<file path="src/rtl/serseq_pkg.sv">
// Shared definitions for the bit-serial adder sequencer: state encoding and overflow helper.
package serseq_pkg;

    localparam logic [2:0] ST_IDLE  = 3'd0;
    localparam logic [2:0] ST_CLEAR = 3'd1;
    localparam logic [2:0] ST_SHIFT = 3'd2;
    localparam logic [2:0] ST_DRAIN = 3'd3;
    localparam logic [2:0] ST_DONE  = 3'd4;

    typedef enum logic [2:0] {
        StIdle  = ST_IDLE,
        StClear = ST_CLEAR,
        StShift = ST_SHIFT,
        StDrain = ST_DRAIN,
        StDone  = ST_DONE
    } state_e;

    function automatic logic sum_ovf(input logic a_sign, input logic b_sign,
                                     input logic s_sign);
        return (a_sign == b_sign) && (s_sign != a_sign);
    endfunction

endpackage

</file>
<file path="src/rtl/serseq_sipo.sv">
// Serial-in/parallel-out collector: fills LSB-first, each new bit enters at the MSB.
module serseq_sipo #(
    parameter int unsigned N = 9
) (
    input  logic         clk,
    input  logic         reset,
    input  logic         clr_i,
    input  logic         shift_en_i,
    input  logic         bit_i,
    output logic [N-1:0] data_o
);

    logic [N-1:0] data_q;

    always_ff @(posedge clk) begin
        if (reset || clr_i) begin
            data_q <= '0;
        end else if (shift_en_i) begin
            data_q <= {bit_i, data_q[N-1:1]};
        end
    end

    assign data_o = data_q;

endmodule

</file>
<file path="src/rtl/serial_add_sequencer.sv">
// Host-side sequencer for a bit-serial adder: parallel operands in, serial stream out/in,
// parallel sum+carry back. Define SERSEQ_OVF_EN to enable the signed-overflow flag.
module serial_add_sequencer #(
    parameter int unsigned W = 8
) (
    input  logic         clk,
    input  logic         reset,
    input  logic         op_valid,
    output logic         op_ready,
    input  logic [W-1:0] op_a,
    input  logic [W-1:0] op_b,
    output logic         adder_rst_n,
    output logic         ser_in1,
    output logic         ser_in2,
    input  logic         ser_sum,
    output logic         res_valid,
    input  logic         res_ready,
    output logic [W-1:0] res_sum,
    output logic         res_cout,
    output logic         res_ovf
);

    import serseq_pkg::*;

    localparam int unsigned CW = $clog2(W + 2);
    localparam logic [CW-1:0] CntLast = CW'(W);

    state_e        state_q, state_d;
    logic [CW-1:0] cnt_q, cnt_d;
    logic [W-1:0]  a_q, a_d, b_q, b_d;
    logic          op_ready_q, op_ready_d;
    logic          res_valid_q, res_valid_d;
    logic          run_q, run_d;
    logic          ser_in1_q, ser_in1_d, ser_in2_q, ser_in2_d;
    logic          op_fire, res_fire;
    logic          sipo_clr, sipo_shift;
    logic [W:0]    sipo_data;

    assign op_fire  = op_valid & op_ready_q;
    assign res_fire = res_valid_q & res_ready;

    always_comb begin
        state_d = state_q;
        cnt_d   = cnt_q;
        a_d     = a_q;
        b_d     = b_q;
        unique case (state_q)
            StIdle: begin
                if (op_fire) begin
                    state_d = StClear;
                    cnt_d   = '0;
                    a_d     = op_a;
                    b_d     = op_b;
                end
            end
            StClear: begin
                state_d = StShift;
                cnt_d   = '0;
            end
            StShift: begin
                if (cnt_q == CntLast) begin
                    state_d = StDrain;
                end else begin
                    cnt_d = cnt_q + 1'b1;
                end
            end
            StDrain: state_d = StDone;
            StDone: begin
                if (res_fire) begin
                    state_d = StIdle;
                end
            end
            default: state_d = StIdle;
        endcase

        // Serial bits are registered, so they are chosen from the state being entered.
        ser_in1_d = 1'b0;
        ser_in2_d = 1'b0;
        if (state_d == StShift && cnt_d != CntLast) begin
            ser_in1_d = a_q[0];
            ser_in2_d = b_q[0];
            a_d       = a_q >> 1;
            b_d       = b_q >> 1;
        end

        op_ready_d  = (state_d == StIdle);
        res_valid_d = (state_d == StDone);
        run_d       = (state_d == StShift) || (state_d == StDrain);
    end

    always_ff @(posedge clk) begin
        if (reset) begin
            state_q     <= StIdle;
            cnt_q       <= '0;
            a_q         <= '0;
            b_q         <= '0;
            op_ready_q  <= 1'b1;
            res_valid_q <= 1'b0;
            run_q       <= 1'b0;
            ser_in1_q   <= 1'b0;
            ser_in2_q   <= 1'b0;
        end else begin
            state_q     <= state_d;
            cnt_q       <= cnt_d;
            a_q         <= a_d;
            b_q         <= b_d;
            op_ready_q  <= op_ready_d;
            res_valid_q <= res_valid_d;
            run_q       <= run_d;
            ser_in1_q   <= ser_in1_d;
            ser_in2_q   <= ser_in2_d;
        end
    end

    // Sum bit k appears on ser_sum one cycle after it is driven; the extra DRAIN shift takes carry.
    assign sipo_clr   = (state_q == StClear);
    assign sipo_shift = ((state_q == StShift) && (cnt_q != '0)) || (state_q == StDrain);

    serseq_sipo #(
        .N(W + 1)
    ) u_sipo (
        .clk       (clk),
        .reset     (reset),
        .clr_i     (sipo_clr),
        .shift_en_i(sipo_shift),
        .bit_i     (ser_sum),
        .data_o    (sipo_data)
    );

`ifdef SERSEQ_OVF_EN
    logic a_sign_q, b_sign_q, ovf_q;

    always_ff @(posedge clk) begin
        if (reset) begin
            a_sign_q <= 1'b0;
            b_sign_q <= 1'b0;
            ovf_q    <= 1'b0;
        end else begin
            if (op_fire) begin
                a_sign_q <= op_a[W-1];
                b_sign_q <= op_b[W-1];
            end
            // In DRAIN the sum MSB has just reached the top of the collector.
            if (state_q == StClear) begin
                ovf_q <= 1'b0;
            end else if (state_q == StDrain) begin
                ovf_q <= sum_ovf(a_sign_q, b_sign_q, sipo_data[W]);
            end
        end
    end

    assign res_ovf = ovf_q;
`else
    assign res_ovf = 1'b0;
`endif

    // Reset forces the adder into clear within the very cycle it is asserted.
    assign adder_rst_n = run_q & ~reset;
    assign ser_in1     = ser_in1_q & ~reset;
    assign ser_in2     = ser_in2_q & ~reset;
    assign op_ready    = op_ready_q;
    assign res_valid   = res_valid_q;
    assign res_sum     = sipo_data[W-1:0];
    assign res_cout    = sipo_data[W];

endmodule

</file>
<file path="config.mk">
export PLATFORM = sky130hd
export DESIGN_NAME = serial_add_sequencer
export DESIGN_NICKNAME = d
export VERILOG_FILES = /design/src/rtl/serseq_pkg.sv /design/src/rtl/serseq_sipo.sv /design/src/rtl/serial_add_sequencer.sv
export SDC_FILE = /design/constraint.sdc
export NUM_CORES = 1
export LEC_CHECK = 0
export CAP_MARGIN = 10
export CORE_MARGIN = 2
export CORE_UTILIZATION = 30
export CTS_BUF_LIST = sky130_fd_sc_hd__clkbuf_8 sky130_fd_sc_hd__clkbuf_16
export DETAILED_ROUTE_END_ITERATION = 10
export SETUP_SLACK_MARGIN = 0.1
export SYNTH_ARGS = -nofsm -noshare
export SYNTH_HDL_FRONTEND = slang
export SYNTH_HIERARCHICAL = 1
export SYNTH_SLANG_ARGS = --single-unit
</file>
<file path="constraint.sdc">
create_clock -name clk -period 2 [get_ports clk]
set_input_delay 0.3 -clock clk [delete_from_list [all_inputs] [get_ports clk]]
set_output_delay 0.3 -clock clk [all_outputs]
set_load 0.05 [all_outputs]
</file>
Word level (Yosys, flattened, before mapping)
Cells that the tools add are included.

Bits of input ports: 21. Bits in registers: 37. Logic and storage cells: 56.

Reductions and logical operators: 14. Bitwise logic cells: 7. Equal/unequal tests: 9. Add/sub/neg operators: 1. Muxes and demuxes: 13.

Operators by type and width (number): two-way mux 7 bit (6); one-hot mux 3 bit (5 select lines) (1); == test 3 x 2 -> 1 bit (second input constant) (4); one-hot mux 4 bit (3 select lines) (1); two-way mux 3 bit (3); two-way mux 4 bit (2); == test 3 bit (second input constant) (2); logical NOT 3 bit (2); bitwise AND 1 bit (5); adder 4 x 1 -> 4 bit (second input constant) (1); == test 4 bit (second input constant) (1); inequality test 4 bit (second input constant) (1); AND reduction 2 bit (2); nonzero test 2 bit (2); nonzero test 4 bit (1); OR reduction 2 bit (2); == test 3 x 1 -> 1 bit (second input constant) (1); logical OR 1 bit (3); logical AND 1 bit (2); inverter 1 bit (2).

Longest topological paths before layout
Depth after elaboration: 7. Gate-level depth with buffers: 8. Depth with buffers taken out: 7.

By module
Netlist, hierarchy kept.

Modules (own cells, without submodules): serial_add_sequencer (times used 1, cells an instance 154, sequential area each 560.5 um^2, area each 1447.6 um^2); serseq_sipo (times used 1, cells an instance 30, sequential area each 180.2 um^2, area each 329.1 um^2).

Least setup slack after synthesis
OpenSTA, ideal clock, no wires.

Path kind: register to register. From: reg cnt_q[0]. To: reg a_q[0]. Cell stages (with the launch flop): 8. Data arrival time: 1.946 ns. Slack: -0.014 ns. Buffers on the path: 1. Required time: 1.931 ns. Cell sequence: dfxtp_1 > inv_1 > ha_1 > o311ai_0 > o21ai_2 > buf_2 > or4_1 > o21ai_1.

Longest elaborated chain between the ends: 7.

RTL lines: start, declared (RTL line serial_add_sequencer.sv:29) `logic [CW-1:0] cnt_q, cnt_d;`; start signal, assigned (RTL line serial_add_sequencer.sv:104) `cnt_q <= cnt_d;`; adder 4 x 1 -> 4 bit / == test 4 bit (equally long branches) (RTL line serial_add_sequencer.sv:64, serial_add_sequencer.sv:61); two-way mux 4 bit / two-way mux 3 bit (equally long branches) (RTL line serial_add_sequencer.sv:61) `if (cnt_q == CntLast) begin`; one-hot mux 4 bit (3 select lines) / one-hot mux 3 bit (5 select lines) (equally long branches) (RTL line serial_add_sequencer.sv:47) `unique case (state_q)`; inequality test 4 bit / == test 3 x 2 -> 1 bit (equally long branches) (RTL line serial_add_sequencer.sv:79) `if (state_d == StShift && cnt_d != CntLast) begin`; logical AND 1 bit (*) (RTL line serial_add_sequencer.sv:79); nonzero test 2 bit (no line); AND reduction 2 bit (no line); end signal, assigned (RTL line serial_add_sequencer.sv:95) `a_q <= '0;`; end signal, assigned (RTL line serial_add_sequencer.sv:105) `a_q <= a_d;`; end, declared (RTL line serial_add_sequencer.sv:30) `logic [W-1:0] a_q, a_d, b_q, b_d;`.

Mark *: on every way between the ends. The rest lies on a longest branch, timed or not. A chain may end at the register's enable or synchronous reset.

Worst setup path after layout
From: reg cnt_q[0]. To: reg a_q[1].

Same word-level chain as after synthesis.

==> metrics.txt <==
# TYPE chip_impl_metric gauge
chip_impl_info{name="tritoncts_clock_tree",value="done"} 1
chip_impl_metric{name="timing_max_transition_violations_final",unit=""} 0
chip_impl_metric{name="gp_congestion",unit=""} 0.8097
chip_impl_metric{name="seq_power_share",unit="%"} 40.7
chip_impl_metric{name="total_power",unit="mW"} 2.031
chip_impl_metric{name="switching_power",unit="uW"} 550.2
chip_impl_metric{name="initialDrtViolationCount",unit=""} 77
chip_impl_metric{name="buffer_ports.inserted",unit=""} 34
chip_impl_metric{name="grt_max_degree",unit=""} 46
chip_impl_metric{name="global_route_total_usage_across_every_layer",unit="%"} 12.13
chip_impl_metric{name="synth_async_sr_flop_share",unit="%"} 0
chip_impl_metric{name="ant_nets",unit=""} 0
chip_impl_info{name="critPathCaptureType",value="flop"} 1
chip_impl_metric{name="maxSlewHeadroom",unit="%"} 66.64
chip_impl_metric{name="setup-tns-final",unit="ns"} 0
chip_impl_metric{name="cellPowerDensity",unit="mW/mm^2"} 776.1
chip_impl_metric{name="globalRouteOverflowTotal",unit=""} 0
chip_impl_metric{name="dpl-instance-area",unit="mm^2"} 0.002290
chip_impl_info{name="timing.critical_path.from_type",value="flop"} 1
chip_impl_metric{name="edff_count_synth",unit=""} 0
chip_impl_metric{name="internal-power",unit="mW"} 1.481
chip_impl_metric{name="antenna_violations_before_repair",unit=""} 0
chip_impl_metric{name="worst_clock_skew",unit="ns"} 0.007713
chip_impl_metric{name="die_area",unit="mm^2"} 0.006554
chip_impl_info{name="run_status",value="finished, final reports clean"} 1
chip_impl_metric{name="sw_frac_of_total",unit="%"} 27.09
chip_impl_metric{name="critical_path.max_fanout",unit=""} 5
chip_impl_metric{name="floorplan.core_area",unit="mm^2"} 0.005816
chip_impl_metric{name="post_route_cells_drive_above_1_share",unit="%"} 25.42
chip_impl_metric{name="final_design_area_no_fill",unit="mm^2"} 0.002618
chip_impl_metric{name="drt_drc_violations_left",unit=""} 0
chip_impl_metric{name="yosysWarningCount",unit=""} 6
chip_impl_metric{name="yosysSeqAreaShare",unit="%"} 41.69
chip_impl_metric{name="power.clock.fraction",unit="%"} 32.2
chip_impl_metric{name="period_needed",unit="ns"} 1.889
chip_impl_metric{name="cts.clk_slew.worst_paths",unit="ns"} 0.07
chip_impl_metric{name="ys_ff_latch",unit=""} 37
chip_impl_metric{name="tritoncts.num_buffers",unit=""} 5
chip_impl_metric{name="drt_first_pass_iters",unit=""} 4
chip_impl_metric{name="die_height",unit="um"} 80.96
chip_impl_metric{name="clock_insertion_delay_worst_skew",unit="ns"} 0.29
chip_impl_metric{name="syn_area",unit="mm^2"} 0.001777
chip_impl_metric{name="final_layout_fill_cell_count",unit=""} 561
chip_impl_metric{name="final_hold_viol_count",unit=""} 0
chip_impl_metric{name="flow.area_growth_from_synthesis",unit="%"} 47.32
chip_impl_metric{name="die_width",unit="um"} 80.96
chip_impl_info{name="worst_hold_path_type",value="flop to flop"} 1
chip_impl_metric{name="route.final.wire_length",unit="um"} 3850
chip_impl_metric{name="grt_first_pass_wirelength",unit="um"} 6216
chip_impl_metric{name="power_frac_comb",unit="%"} 27.2
chip_impl_info{name="cts_root_buffer",value="sky130_fd_sc_hd__clkbuf_8"} 1
chip_impl_metric{name="num_rows",unit=""} 28
chip_impl_metric{name="timing.critical_path.arrival",unit="ns"} 2.11
chip_impl_info{name="ys_top_cells_by_count",value="sky130_fd_sc_hd__dfxtp_1, sky130_fd_sc_hd__mux2i_1, sky130_fd_sc_hd__nor2_1, sky130_fd_sc_hd__or4_1, sky130_fd_sc_hd__o21ai_1"} 1
chip_impl_metric{name="leakage",unit="nW"} 0.9729
chip_impl_info{name="ys_top_cells_by_area",value="sky130_fd_sc_hd__dfxtp_1, sky130_fd_sc_hd__mux2i_1, sky130_fd_sc_hd__or4_1"} 1
chip_impl_metric{name="max-vdd-ir-drop",unit="V"} 0.0003259
chip_impl_metric{name="final_core_util",unit="%"} 45.01
chip_impl_info{name="crit_path_kind",value="flop to flop"} 1
chip_impl_info{name="synthDominantAreaCellType",value="sky130_fd_sc_hd__dfxtp_1"} 1
chip_impl_metric{name="start_util",unit="%"} 30.55
chip_impl_metric{name="max_freq",unit="MHz"} 529.5
chip_impl_metric{name="layout.nets",unit=""} 258
chip_impl_info{name="synth_top_flop_cell",value="sky130_fd_sc_hd__dfxtp_1"} 1
chip_impl_metric{name="grt_pass1_vias",unit=""} 1370
chip_impl_metric{name="count_of_mapped_cells_out_of_synthesis",unit=""} 184
chip_impl_metric{name="detailedPlacementHpwl",unit="um"} 2563
chip_impl_metric{name="io_pins",unit=""} 36
chip_impl_metric{name="cts.path.max_buffers",unit=""} 2
chip_impl_metric{name="mappedNetlistNets",unit=""} 207
chip_impl_metric{name="cap_violations",unit=""} 0
chip_impl_info{name="synth_most_common_cell",value="sky130_fd_sc_hd__dfxtp_1"} 1
chip_impl_metric{name="final.period_utilization",unit="%"} 94.43
chip_impl_metric{name="antenna-diode-count",unit=""} 0
chip_impl_metric{name="ratio_of_routed_vias_to_standard_cells",unit=""} 4.778
chip_impl_metric{name="num_vias",unit=""} 1486
chip_impl_metric{name="required",unit="ns"} 2.22
chip_impl_metric{name="htree_num_levels",unit=""} 2
chip_impl_metric{name="tightest_slew",unit="ns"} 0.4989
chip_impl_metric{name="netlist-cell-type-count",unit=""} 39
chip_impl_metric{name="number_of_sinks_handled_by_clock_tree_synthesis",unit=""} 37
chip_impl_metric{name="route.detailed.wl_per_inst",unit="um"} 12.38
chip_impl_metric{name="synth_top_area_share",unit="%"} 41.69
chip_impl_info{name="rsz_0062_raised_after_global_routing",value="yes"} 1
chip_impl_metric{name="timing.final.setup_violations",unit=""} 0
chip_impl_metric{name="synth_area_per_cell",unit="um^2"} 9.656
==> stage by stage <==
| stage | hold slack, ns | setup WS (ns) | cells |
|---|---|---|---|
| 3_5_place_dp | 0.4600 | -0.1641 | 295 |
| 4_1_cts | 0.4716 | 0.09738 | 307 |
| 6_report | 0.4666 | 0.1113 | 311 |
| 2_1_floorplan | 0.4419 | 0.1184 | 184 |
| 3_3_place_gp | 0.4497 | -0.1239 | 295 |
| 5_1_grt | 0.5039 | 0.05900 | 311 |
==> repair_timing <==
item / CTS / global route
setup buffers: 3 / 3
pin swaps: 6 / 20
gates cloned: 1 / 1
hold buffers: 0 / 0
resized for setup: 10 / 28
endpoints found under the setup margin: 14 / 16
==> layout make-up <==
type	count	area (um^2)	area share, %
clock buffers	6	82.58	3.155
multi-input cells	133	1066	40.73
flip-flops and latches	37	750.7	28.68
inverters	2	10.01	0.3824
clock inverters	2	33.78	1.291
repair buffers	56	580.6	22.18
well taps	75	93.84	3.585
==> worst max-delay path: stages (launching register included) <==
cell                       delay [ns]
sky130_fd_sc_hd__dfxtp_4         0.37
sky130_fd_sc_hd__ha_4            0.16
sky130_fd_sc_hd__nor2b_4         0.13
sky130_fd_sc_hd__o311ai_4        0.30
sky130_fd_sc_hd__o21ai_4         0.12
sky130_fd_sc_hd__buf_6           0.14
sky130_fd_sc_hd__or4_1           0.50
sky130_fd_sc_hd__o21ai_1         0.10
==> kinds of logic after synthesis <==
logic type,Yosys count,share of synthesized area (%)
AND/OR/NAND/NOR,73,25.91
flip-flops,37,41.69
AO/OA/AOI/OAI,32,11.13
multiplexers,25,14.08
buffers and inverters,14,5.563
adder cells (fa/ha/maj),2,1.408
other,1,0.2111
==> registers in the layout, summed over array words and instances, names as in the netlist <==
| signal | flops |
|---|---|
| u_sipo/data_o | 9 |
| a_q | 8 |
| b_q | 8 |
| cnt_q | 4 |
| state_q | 3 |
| op_ready | 1 |
| res_valid | 1 |
| run_q | 1 |
| ser_in1_q | 1 |
| ser_in2_q | 1 |
==> power groups by stage <==
stage | Combinational, mW | Sequential [mW] | Clock (mW)
floorplan | 0.300 | 0.857 | 0
detailed placement | 0.462 | 0.840 | 0
global route | 0.600 | 0.834 | 0.713
global placement | 0.461 | 0.839 | 0
finish | 0.552 | 0.826 | 0.654
CTS | 0.507 | 0.824 | 0.679
==> layer usage <==
layer  global-route usage (%)  vias to the layer above  share of wire (%)
met5                        0                        -                  0
met4                    4.576                        0                1.1
met3                    3.444                        6                4.7
met2                    18.76                       34                 45
met1                    16.00                      688                 49
li1                         -                      758                  -
==> layout by cell type (no fill, tap or decap), types with 2 or more instances in the layout <==
cell type and n:
sky130_fd_sc_hd__dfxtp_1 31, sky130_fd_sc_hd__clkdlybuf4s50_1 31, sky130_fd_sc_hd__mux2i_1 25, sky130_fd_sc_hd__nor2_1 18, sky130_fd_sc_hd__o21ai_1 14, sky130_fd_sc_hd__or4_1 13, sky130_fd_sc_hd__buf_4 13, sky130_fd_sc_hd__or2b_1 8
sky130_fd_sc_hd__a21oi_1 6, sky130_fd_sc_hd__nand2b_1 6, sky130_fd_sc_hd__clkbuf_8 6, sky130_fd_sc_hd__buf_6 6, sky130_fd_sc_hd__dfxtp_2 5, sky130_fd_sc_hd__buf_12 5, sky130_fd_sc_hd__nand2_1 4, sky130_fd_sc_hd__nor3b_2 3
sky130_fd_sc_hd__nor2b_1 3, sky130_fd_sc_hd__nor3b_4 2, sky130_fd_sc_hd__a21oi_2 2, sky130_fd_sc_hd__nand3b_1 2, sky130_fd_sc_hd__o21ai_0 2, sky130_fd_sc_hd__nor4_1 2, sky130_fd_sc_hd__ha_4 2
==> path summary, 6_finish.rpt <==
path / cells after the start / slack [ns] / startpoint / endpoint
hold / removal: 2 / 0.47 / b_q[2] / b_q[1]
setup reg to reg: 7 / 0.11 / cnt_q[0] / a_q[1]
hold reg to reg: 2 / 0.47 / b_q[2] / b_q[1]
setup / recovery: 7 / 0.11 / cnt_q[0] / a_q[1]
No activity file was read; power rests on OpenSTA's default activity.
